--- src/rtl/bus_arb_pkg.sv ---
// bus_arb_pkg: shared FSM state encoding, destination ID width and default broadcast ID
package bus_arb_pkg;
  localparam int ID_W = 8;
  localparam logic [ID_W-1:0] BCAST_DEF = 8'hFF;
  typedef enum logic [1:0] {IDLE = 2'd0, POP = 2'd1, PUSH = 2'd2} state_t;
endpackage

--- src/rtl/rr_arbiter.sv ---
// rr_arbiter: picks one requester, searching upward from ptr with wrap-around, or from 0 when fixed
module rr_arbiter #(
  parameter int N  = 4,
  parameter int IW = 2
)(
  input  logic [N-1:0]  req,
  input  logic [IW-1:0] ptr,
  input  logic          fixed,
  output logic [N-1:0]  gnt,
  output logic [IW-1:0] idx
);
  localparam logic [IW:0] NW = (IW+1)'(N);
  logic [IW:0] start, sum;
  logic [IW-1:0] j;
  logic found;
  always_comb begin
    gnt   = '0;
    idx   = '0;
    found = 1'b0;
    sum   = '0;
    j     = '0;
    start = fixed ? '0 : {1'b0, ptr};
    for (int i = 0; i < N; i++) begin
      sum = start + (IW+1)'(i);
      j = sum >= NW ? IW'(sum - NW) : IW'(sum);
      if (!found && req[j]) begin
        found  = 1'b1;
        gnt[j] = 1'b1;
        idx    = j;
      end
    end
  end
endmodule

--- src/rtl/bus_rr_arbiter.sv ---
// bus_rr_arbiter: moves one head packet per 3 cycles from a pending port to its destination port(s)
module bus_rr_arbiter import bus_arb_pkg::*; #(
  parameter int              drvrs     = 4,
  parameter int              pckg_sz   = 16,
  parameter logic [ID_W-1:0] broadcast = BCAST_DEF,
  parameter int              PRIO_MODE = 0
)(
  input  logic                     clk,
  input  logic                     reset,
  input  logic [drvrs-1:0]         pndng,
  input  logic [drvrs*pckg_sz-1:0] D_pop,
  output logic [drvrs-1:0]         pop,
  output logic [drvrs-1:0]         push,
  output logic [pckg_sz-1:0]       D_push,
  output logic                     busy,
  output logic [7:0]               drop_cnt
);
  localparam int IW = drvrs > 1 ? $clog2(drvrs) : 1;
  localparam logic [IW-1:0] LAST = IW'(drvrs - 1);
  localparam logic [drvrs-1:0] ONE = drvrs'(1);
  localparam logic [ID_W-1:0] NDRV = ID_W'(drvrs);
  state_t state;
  logic [IW-1:0] ptr, src, w_idx;
  logic [drvrs-1:0] w_gnt, dst;
  logic [pckg_sz-1:0] pkt;
  logic [pckg_sz-1:0] slot [drvrs];
  logic [ID_W-1:0] dest;
  logic bcast, valid, drop;
  for (genvar g = 0; g < drvrs; g++) begin : g_slot
    assign slot[g] = D_pop[g*pckg_sz +: pckg_sz];
  end
  rr_arbiter #(.N(drvrs), .IW(IW)) u_arb (
    .req   (pndng),
    .ptr   (ptr),
    .fixed (PRIO_MODE != 0),
    .gnt   (w_gnt),
    .idx   (w_idx)
  );
  // Unknown destinations and packets addressed back to their source are dropped
  always_comb begin
    dest  = pkt[pckg_sz-1 -: ID_W];
    bcast = dest == broadcast;
    valid = dest < NDRV && dest != ID_W'(src);
    dst   = bcast ? ~(ONE << src) : valid ? ONE << dest : '0;
    drop  = !bcast && !valid;
  end
  always_ff @(posedge clk or negedge reset)
    if (!reset) begin
      state    <= IDLE;
      pop      <= '0;
      push     <= '0;
      D_push   <= '0;
      busy     <= 1'b0;
      drop_cnt <= '0;
      ptr      <= '0;
      pkt      <= '0;
      src      <= '0;
    end else begin
      case (state)
        IDLE: if (|pndng) begin
          state <= POP;
          busy  <= 1'b1;
          pop   <= w_gnt;
          pkt   <= slot[w_idx];
          src   <= w_idx;
          ptr   <= w_idx == LAST ? '0 : w_idx + 1'b1;
        end
        POP: begin
          state  <= PUSH;
          pop    <= '0;
          push   <= dst;
          D_push <= pkt;
          if (drop && drop_cnt != 8'hFF) drop_cnt <= drop_cnt + 8'd1;
        end
        default: begin
          state <= IDLE;
          busy  <= 1'b0;
          push  <= '0;
        end
      endcase
    end
endmodule

--- config.mk ---
export PLATFORM = sky130hd
export DESIGN_NAME = bus_rr_arbiter
export DESIGN_NICKNAME = d
export VERILOG_FILES = /design/src/rtl/bus_arb_pkg.sv /design/src/rtl/rr_arbiter.sv /design/src/rtl/bus_rr_arbiter.sv
export SDC_FILE = /design/constraint.sdc
export NUM_CORES = 1
export LEC_CHECK = 0
export ABC_AREA = 1
export CORE_ASPECT_RATIO = 0.75
export CORE_MARGIN = 10
export CORE_UTILIZATION = 51
export CTS_CLUSTER_DIAMETER = 30
export CTS_CLUSTER_SIZE = 14
export DETAILED_ROUTE_END_ITERATION = 10
export GPL_TIMING_DRIVEN = 0
export PLACE_DENSITY_LB_ADDON = 0.1
export SLEW_MARGIN = 30
export SYNTH_ARGS = -nofsm -noshare
export SYNTH_HDL_FRONTEND = slang
export SYNTH_SLANG_ARGS = --single-unit
--- constraint.sdc ---
create_clock -name clk -period 4.2 [get_ports clk]
set_clock_uncertainty 0.05 [all_clocks]
set_input_delay 0.84 -clock clk [delete_from_list [all_inputs] [get_ports clk]]
set_output_delay 0.84 -clock clk [all_outputs]
set_load 0.01 [all_outputs]
==> After elaboration in Yosys (flattened, before gate mapping) <==
Cells that the tools add are included.
{ "classes": {"addsub": 9, "order_cmp": 14, "n_eq_ne": 6, "shifts": 2, "muxes": 44, "bitwise_logic": 6, "n_reduce_logical": 22} }
{ "op_table": {"columns": ["cell", "count"], "rows": [
  ["binary-select mux 16 bit (select 2 bit)", 1],
  ["two-way mux 16 bit", 2],
  ["two-way mux 4 bit", 7],
  ["two-way mux 2 bit", 10],
  ["one-hot mux 4 bit (2 select lines)", 2],
  ["greater-or-equal comparator 3 bit (second input constant)", 4],
  ["less-than comparator 2 x 3 -> 1 bit (second input constant)", 4],
  ["two-way mux 1 bit", 12],
  ["bitwise OR 4 bit", 3],
  ["logical AND 1 bit", 10],
  ["adder 8 x 1 -> 8 bit (second input constant)", 1],
  ["binary-select mux 1 bit (select 2 bit)", 4],
  ["demux 1 bit (select 2 bit)", 4],
  ["== test 8 bit (second input constant)", 1],
  ["greater-or-equal comparator 2 x 1 -> 1 bit (second input constant)", 4],
  ["less-than comparator 8 x 3 -> 1 bit (second input constant)", 1],
  ["!= test 8 x 2 -> 1 bit", 1],
  ["!= test 8 bit (second input constant)", 1],
  ["AND reduction 2 bit", 4],
  ["left shift 1 x 8 -> 4 bit (first input constant)", 1],
  ["subtractor 2 x 1 -> 2 bit (second input constant)", 4],
  ["adder 2 x 2 -> 3 bit (second input constant)", 2],
  ["zero test 1 bit", 5],
  ["inverter 4 bit", 1],
  ["14 further kinds", 14]
]} }
{ "word_totals": {"reg_bits": 55, "in_bits": 70, "output_inout_bits": 33, "wordCells": 112} }

==> Longest topological paths before layout <==
{ "depth": {"ltp_word": 18, "ltp_mapped": 16, "mapped_depth_nobuf": 15} }

==> Hierarchy <==
Synthesis repeated with hierarchy kept, for this count alone.
{ "hier_totals": {"cells_unflattened": 459, "hier_area_um2": 3494.6} }
{ "modules_own_cells": {"columns": ["module", "n_inst", "cells_per_inst", "area_per_inst_um2", "seq_area_each_um2"], "rows": [
  ["bus_rr_arbiter", 1, 371, 2946.6, 1376.3],
  ["rr_arbiter", 1, 88, 548.0, 0.0]
]} }

==> Worst setup path after synthesis <==
OpenSTA, ideal clock, no wires.
{ "synth_timing": {"kind": "register to register", "start": "register ptr[0]", "end": "register ptr[1]", "setup_ns": 0.134, "arrival_ns": 2.041, "t_required_ns": 4.016, "setup_slack_ns": 1.976, "stages_incl_launch_ff": 15, "path_buffers": 1, "period_less_slack_ns": 2.224, "path_cell_list": "dfrtp_1 inv_2 ha_1 inv_1 nand3_1 nand2_2 nor2_2 nand2_1 nand2_1 nand2_2 nand2_4 buf_4 nor2_1 o21ai_1 o21ai_0"} }
{ "synth_between": {"elab_chain_len": 16, "elab_cells_between_ends": 39, "cone_classes": "add/sub (8); order compare (4); eq/ne (1); mux (20); reduce/logical (6)"} }
{ "synth_lines": {"columns": ["element", "line", "text"], "rows": [
  ["start: declaration", "bus_rr_arbiter.sv:23", "logic [IW-1:0] ptr, src, w_idx;"],
  ["start signal: assignment", "bus_rr_arbiter.sv:66", "ptr <= w_idx == LAST ? '0 : w_idx + 1'b1;"],
  ["parallel branches: the longest is 13 deep, another holds adder 2 x 1 -> 3 bit", null, null],
  ["two-way mux 2 bit (*)", "rr_arbiter.sv:26", "if (!found && req[j]) begin"],
  ["adder 2 x 1 -> 2 bit / == test 2 bit (equally long branches)", "bus_rr_arbiter.sv:66", null],
  ["two-way mux 2 bit (*)", "bus_rr_arbiter.sv:66", null]
]} }
Mark *: on every way between the ends. The select of a mux whose other input is x is not followed.
A chain may end at the register's enable or synchronous reset.

==> Worst setup path after layout <==
{ "layout_timing": {"start": "input port pndng[3]", "end": "register pop[0]"} }
{ "layout_between": {"elab_chain_len": 14, "elab_cells_between_ends": 29, "cone_classes": "eq/ne (1); mux (17); bitwise (3); reduce/logical (8)"} }
{ "layout_lines": {"columns": ["element", "line", "text"], "rows": [
  ["start: declaration", "bus_rr_arbiter.sv:10", "input logic [drvrs-1:0] pndng,"],
  ["binary-select mux 1 bit (select 2 bit)", "rr_arbiter.sv:26", null],
  ["two-way mux 1 bit (not written as such)", "rr_arbiter.sv:26", null],
  ["two-way mux 1 bit", "rr_arbiter.sv:26", null],
  ["zero test 1 bit", "rr_arbiter.sv:26", null],
  ["logical AND 1 bit", "rr_arbiter.sv:26", null],
  ["two-way mux 1 bit", "rr_arbiter.sv:26", null],
  ["zero test 1 bit", "rr_arbiter.sv:26", null],
  ["logical AND 1 bit", "rr_arbiter.sv:26", null],
  ["two-way mux 1 bit", "rr_arbiter.sv:26", null],
  ["zero test 1 bit", "rr_arbiter.sv:26", null],
  ["logical AND 1 bit", "rr_arbiter.sv:26", null],
  ["two-way mux 4 bit", "rr_arbiter.sv:26", null],
  ["two-way mux 4 bit", "bus_rr_arbiter.sv:60", "IDLE: if (|pndng) begin"],
  ["one-hot mux 4 bit (2 select lines)", "bus_rr_arbiter.sv:59", "case (state)"],
  ["end signal: assignment", "bus_rr_arbiter.sv:63", "pop <= w_gnt;"],
  ["end: declaration", "bus_rr_arbiter.sv:12", "output logic [drvrs-1:0] pop,"]
]} }
Parallel ways exist; a longest one is shown, timed or not. The select of a mux whose other input is x is not followed.

==> run summary <==
For this block, the via count after detailed routing is 3,516. Primary flip-flop cell chosen by synthesis mapping: sky130_fd_sc_hd__dfrtp_1. In this run the worst path has a maximum fanout of 10.

Relative to the synthesized area, the layout overhead comes to 36.5%. Synthesis produced a netlist with a net count of 575. In this run the biggest area consumer among cell types represents 40.2% of the synthesized area. The hold violation count in the final report came out at 0.

Counting the buffers created by CTS gives 5. The share of synthesized area spent on multiplexers works out to 0.329%. By count the netlist is led by sky130_fd_sc_hd__nand2_1 (181), sky130_fd_sc_hd__nand3_1 (71), sky130_fd_sc_hd__inv_1 (69), sky130_fd_sc_hd__dfrtp_1 (55), sky130_fd_sc_hd__o21ai_0 (22). The share of the clock period used by the worst path after layout works out to 67.1%. Adding up every negative setup slack in the final design gives 0 ns. The cell area after synthesis was 0.00342 sq mm; the height of the chip was 90.9 um.

The total of fill cells in the finished design was 502. Class of the tightest hold or removal check: in2async. During synthesis, Yosys emitted a total of 0 warnings.

Gates resized during post-CTS repair numbered 0. Hold repair after CTS inserted 0 buffers. The run gives 3,598 as the via count of the first global-routing pass. In this run the tightest slew margin relative to its limit is 54.6%. The run gives 7800 um as the total half-perimeter wirelength after legalization and detailed placement. Initial antenna violation count: 0. The per-instance average area after synthesis is 6.90 sq um, and the antenna diode count is 0. The synthesized netlist devotes 6.76% of its cell area to compound gates.

Hold is met by 0.266 ns. In this run the deepest clock path goes through 2 buffers. Max-cap violations in this run came to 0. After Yosys synthesis, and, or, nand and nor cells account for 36.6% of the synthesized area. The total area inside the core boundary comes to 0.00641 sq mm. For the pin with the worst max-slew slack, the measured transition is 0.675 ns. Synthesis handed over a netlist of 496 instances. Maximum VDD drop: 0.470 mV. The category of the most critical setup path was in2reg.

The total power per unit cell area came out at 792 mW/mm^2. TritonCTS built the clock tree. For this design the top-level I/O count stands at 103. The logs give 2.41 nW for the leakage power and 219 for the number of design-rule violations left by the first detailed-router iteration.

Buffers added to address setup during post-CTS repair amount to 0. The chip width is 115 um, and the mean routed wirelength per cell is 14.0 um. In the final layout, the share of cells above drive strength 1 is 5.45%. The tools report the startpoint type of the worst setup path as an input pin. Setup violations remaining at the end of the flow were counted as 0. The tools report the root cell of the clock tree as sky130_fd_sc_hd__clkbuf_8. Routability-driven placement finished with a final weighted congestion of 0.823. STA puts the critical path data arrival time at 3.00 ns.

After synthesis, flip-flops and latches occupy 40.2% of the total area. The flow ran to the end, and the final reports show no timing, DRC or antenna violations. The share of flip-flops with an asynchronous set or reset was 100%; the final total power was 3.70 mW.

For this design, the sink count on the clock tree is 55. The combined global-route utilization of all metal layers is 18.6%, and the remaining routing DRC violations is 0. The critical path required time was 4.38 ns. The largest area contributor in the synthesized netlist was sky130_fd_sc_hd__dfrtp_1. After synthesis, the largest family of logic cells by area is simple AND/OR/NAND/NOR gates. The synthesized netlist devotes 3.29% of its cell area to adder and majority cells.

Global routing finished with a remaining overflow of 0. In the routed layout, each cell is associated on average with a via count of 5.12. The worst path needs 2.82 ns of the cycle, external delays included.

Once the floorplan was initialized, standard cells occupied 53.4% of the core. The run gives 0.31 ns as the clock latency at the later pin of the worst-skew pair. The number of nets with antenna violations after routing came out at 0. After the last flow step, the layout net total stands at 685.

The most instantiated library cell after synthesis is sky130_fd_sc_hd__nand2_1. Timing would allow up to 0.355 GHz. The count of flip-flops with a built-in enable after synthesis is 0.

Port buffering added 102 buffers. The number of different library cells used by synthesis comes to 32. Entering global routing, the biggest net connects 54 pins. Post-synthesis sequential element count: 55. The number of pins exceeding their max-slew limit in the final report came out at 0. The die area was 0.0104 sq mm.

The first detailed-routing pass ran for 5 iterations. The first global-routing pass estimated 16,500 um of wire. Sorting the synthesized cells by area gives the leading types as sky130_fd_sc_hd__dfrtp_1 (40%), sky130_fd_sc_hd__nand2_1 (20%), sky130_fd_sc_hd__nand3_1 (10%). The endpoint class of the critical path was a register.

The H-tree was split into 2 levels. The clock-pin slew on the worst setup and hold paths is 0.09 ns, and the number of placement rows is 25. The routed design has 9630 um of wire. Setup repair after global routing left no endpoint under its margin.

The synthesized-area fraction occupied by xor and xnor cells works out to 2.05%.
through the flow:
| step | area [sq um] | std cells | worst slack, ns | utilization (%) |
|---|---|---|---|---|
| final | 4670 | 687 | 1.38 | 72.9 |
| after global routing | 4670 | 687 | 1.13 | 72.9 |
| after CTS | 4670 | 687 | 1.34 | 72.9 |
| after detailed placement | 4570 | 680 | 1.02 | 71.3 |
| after global placement | 4540 | 679 | 0.669 | 70.9 |
| after floorplan | 3420 | 496 | 1.98 | - |
state kept, by name, summed over array words and instances, names as in the netlist:
signal    cells
D_push       16
pkt          16
drop_cnt      8
pop           4
push          4
ptr           2
src           2
state         2
busy          1
kinds of logic (layout without fill, tap and decap cells):
group           after synthesis  in the layout
simple gates                292            292
mux                           1              1
flops                        55             55
buf+inv                      91            201
compound gates               40             40
fa+ha+maj                     9              9
xor+xnor                      8              8
worst paths after layout:
check	slack, ns	startpoint	endpoint	depth (start not counted)
setup / recovery	1.38	pndng[3]	pop[0]	8
hold / removal	0.27	reset	pop[3]	1
setup reg to reg	1.41	ptr[0]	pkt[14]	16
hold reg to reg	0.43	D_push[12]	D_push[12]	2
max in group asynchronous	3.38	reset	pkt[14]	2
min in group clk	0.43	D_push[12]	D_push[12]	2
power by group:
part	internal, mW	switching (mW)	leakage [nW]	total, mW
sequential	0.760	0.186	0.693	0.946
combinational	0.936	1.48	1.67	2.42
clock	0.175	0.165	0.0513	0.340
critical path, stage by stage:
cell and delay (ns):
sky130_fd_sc_hd__clkdlybuf4s50_1 0.44, sky130_fd_sc_hd__nor4_1 0.40, sky130_fd_sc_hd__nor2_1 0.20, sky130_fd_sc_hd__inv_1 0.10, sky130_fd_sc_hd__clkbuf_1 0.32, sky130_fd_sc_hd__clkbuf_1 0.46
sky130_fd_sc_hd__nand3_1 0.14, sky130_fd_sc_hd__o21ai_0 0.10
layer usage:
metal  part of all wire [%]  vias to the layer above  track usage, %
li1                       -                     1765               -
met1                     43                     1619            23.1
met2                     48                      121            31.4
met3                    8.0                       11            5.72
met4                   0.93                        0            3.13
met5                      0                        -               0
layout by cell type, fill, tap and decap left out, types with 5 or more instances in the layout:
| cell | Yosys | layout |
|---|---|---|
| sky130_fd_sc_hd__a21oi_1 | 6 | 6 |
| sky130_fd_sc_hd__buf_2 | 7 | 7 |
| sky130_fd_sc_hd__clkbuf_1 | 7 | 8 |
| sky130_fd_sc_hd__clkbuf_8 | 0 | 5 |
| sky130_fd_sc_hd__clkdlybuf4s50_1 | 0 | 101 |
| sky130_fd_sc_hd__dfrtp_1 | 55 | 55 |
| sky130_fd_sc_hd__ha_1 | 9 | 9 |
| sky130_fd_sc_hd__inv_1 | 69 | 69 |
| sky130_fd_sc_hd__nand2_1 | 181 | 181 |
| sky130_fd_sc_hd__nand3_1 | 71 | 71 |
| sky130_fd_sc_hd__nor2_1 | 20 | 20 |
| sky130_fd_sc_hd__nor3_1 | 7 | 7 |
| sky130_fd_sc_hd__o21ai_0 | 22 | 22 |
| sky130_fd_sc_hd__xor2_1 | 6 | 6 |
cell type report:
class                      count  area, sq um  area share [%]
tap                           81          101            2.17
buffer                        18         95.1            2.04
sequential                    55         1380            29.5
timing repair buffer         103         1050            22.4
clock buffer                   6         72.6            1.55
clock inverter                 1         30.0           0.643
multi-input combinational    350         1680            35.9
inverter                      73          274            5.87
Power figures use the tool's default switching activity.
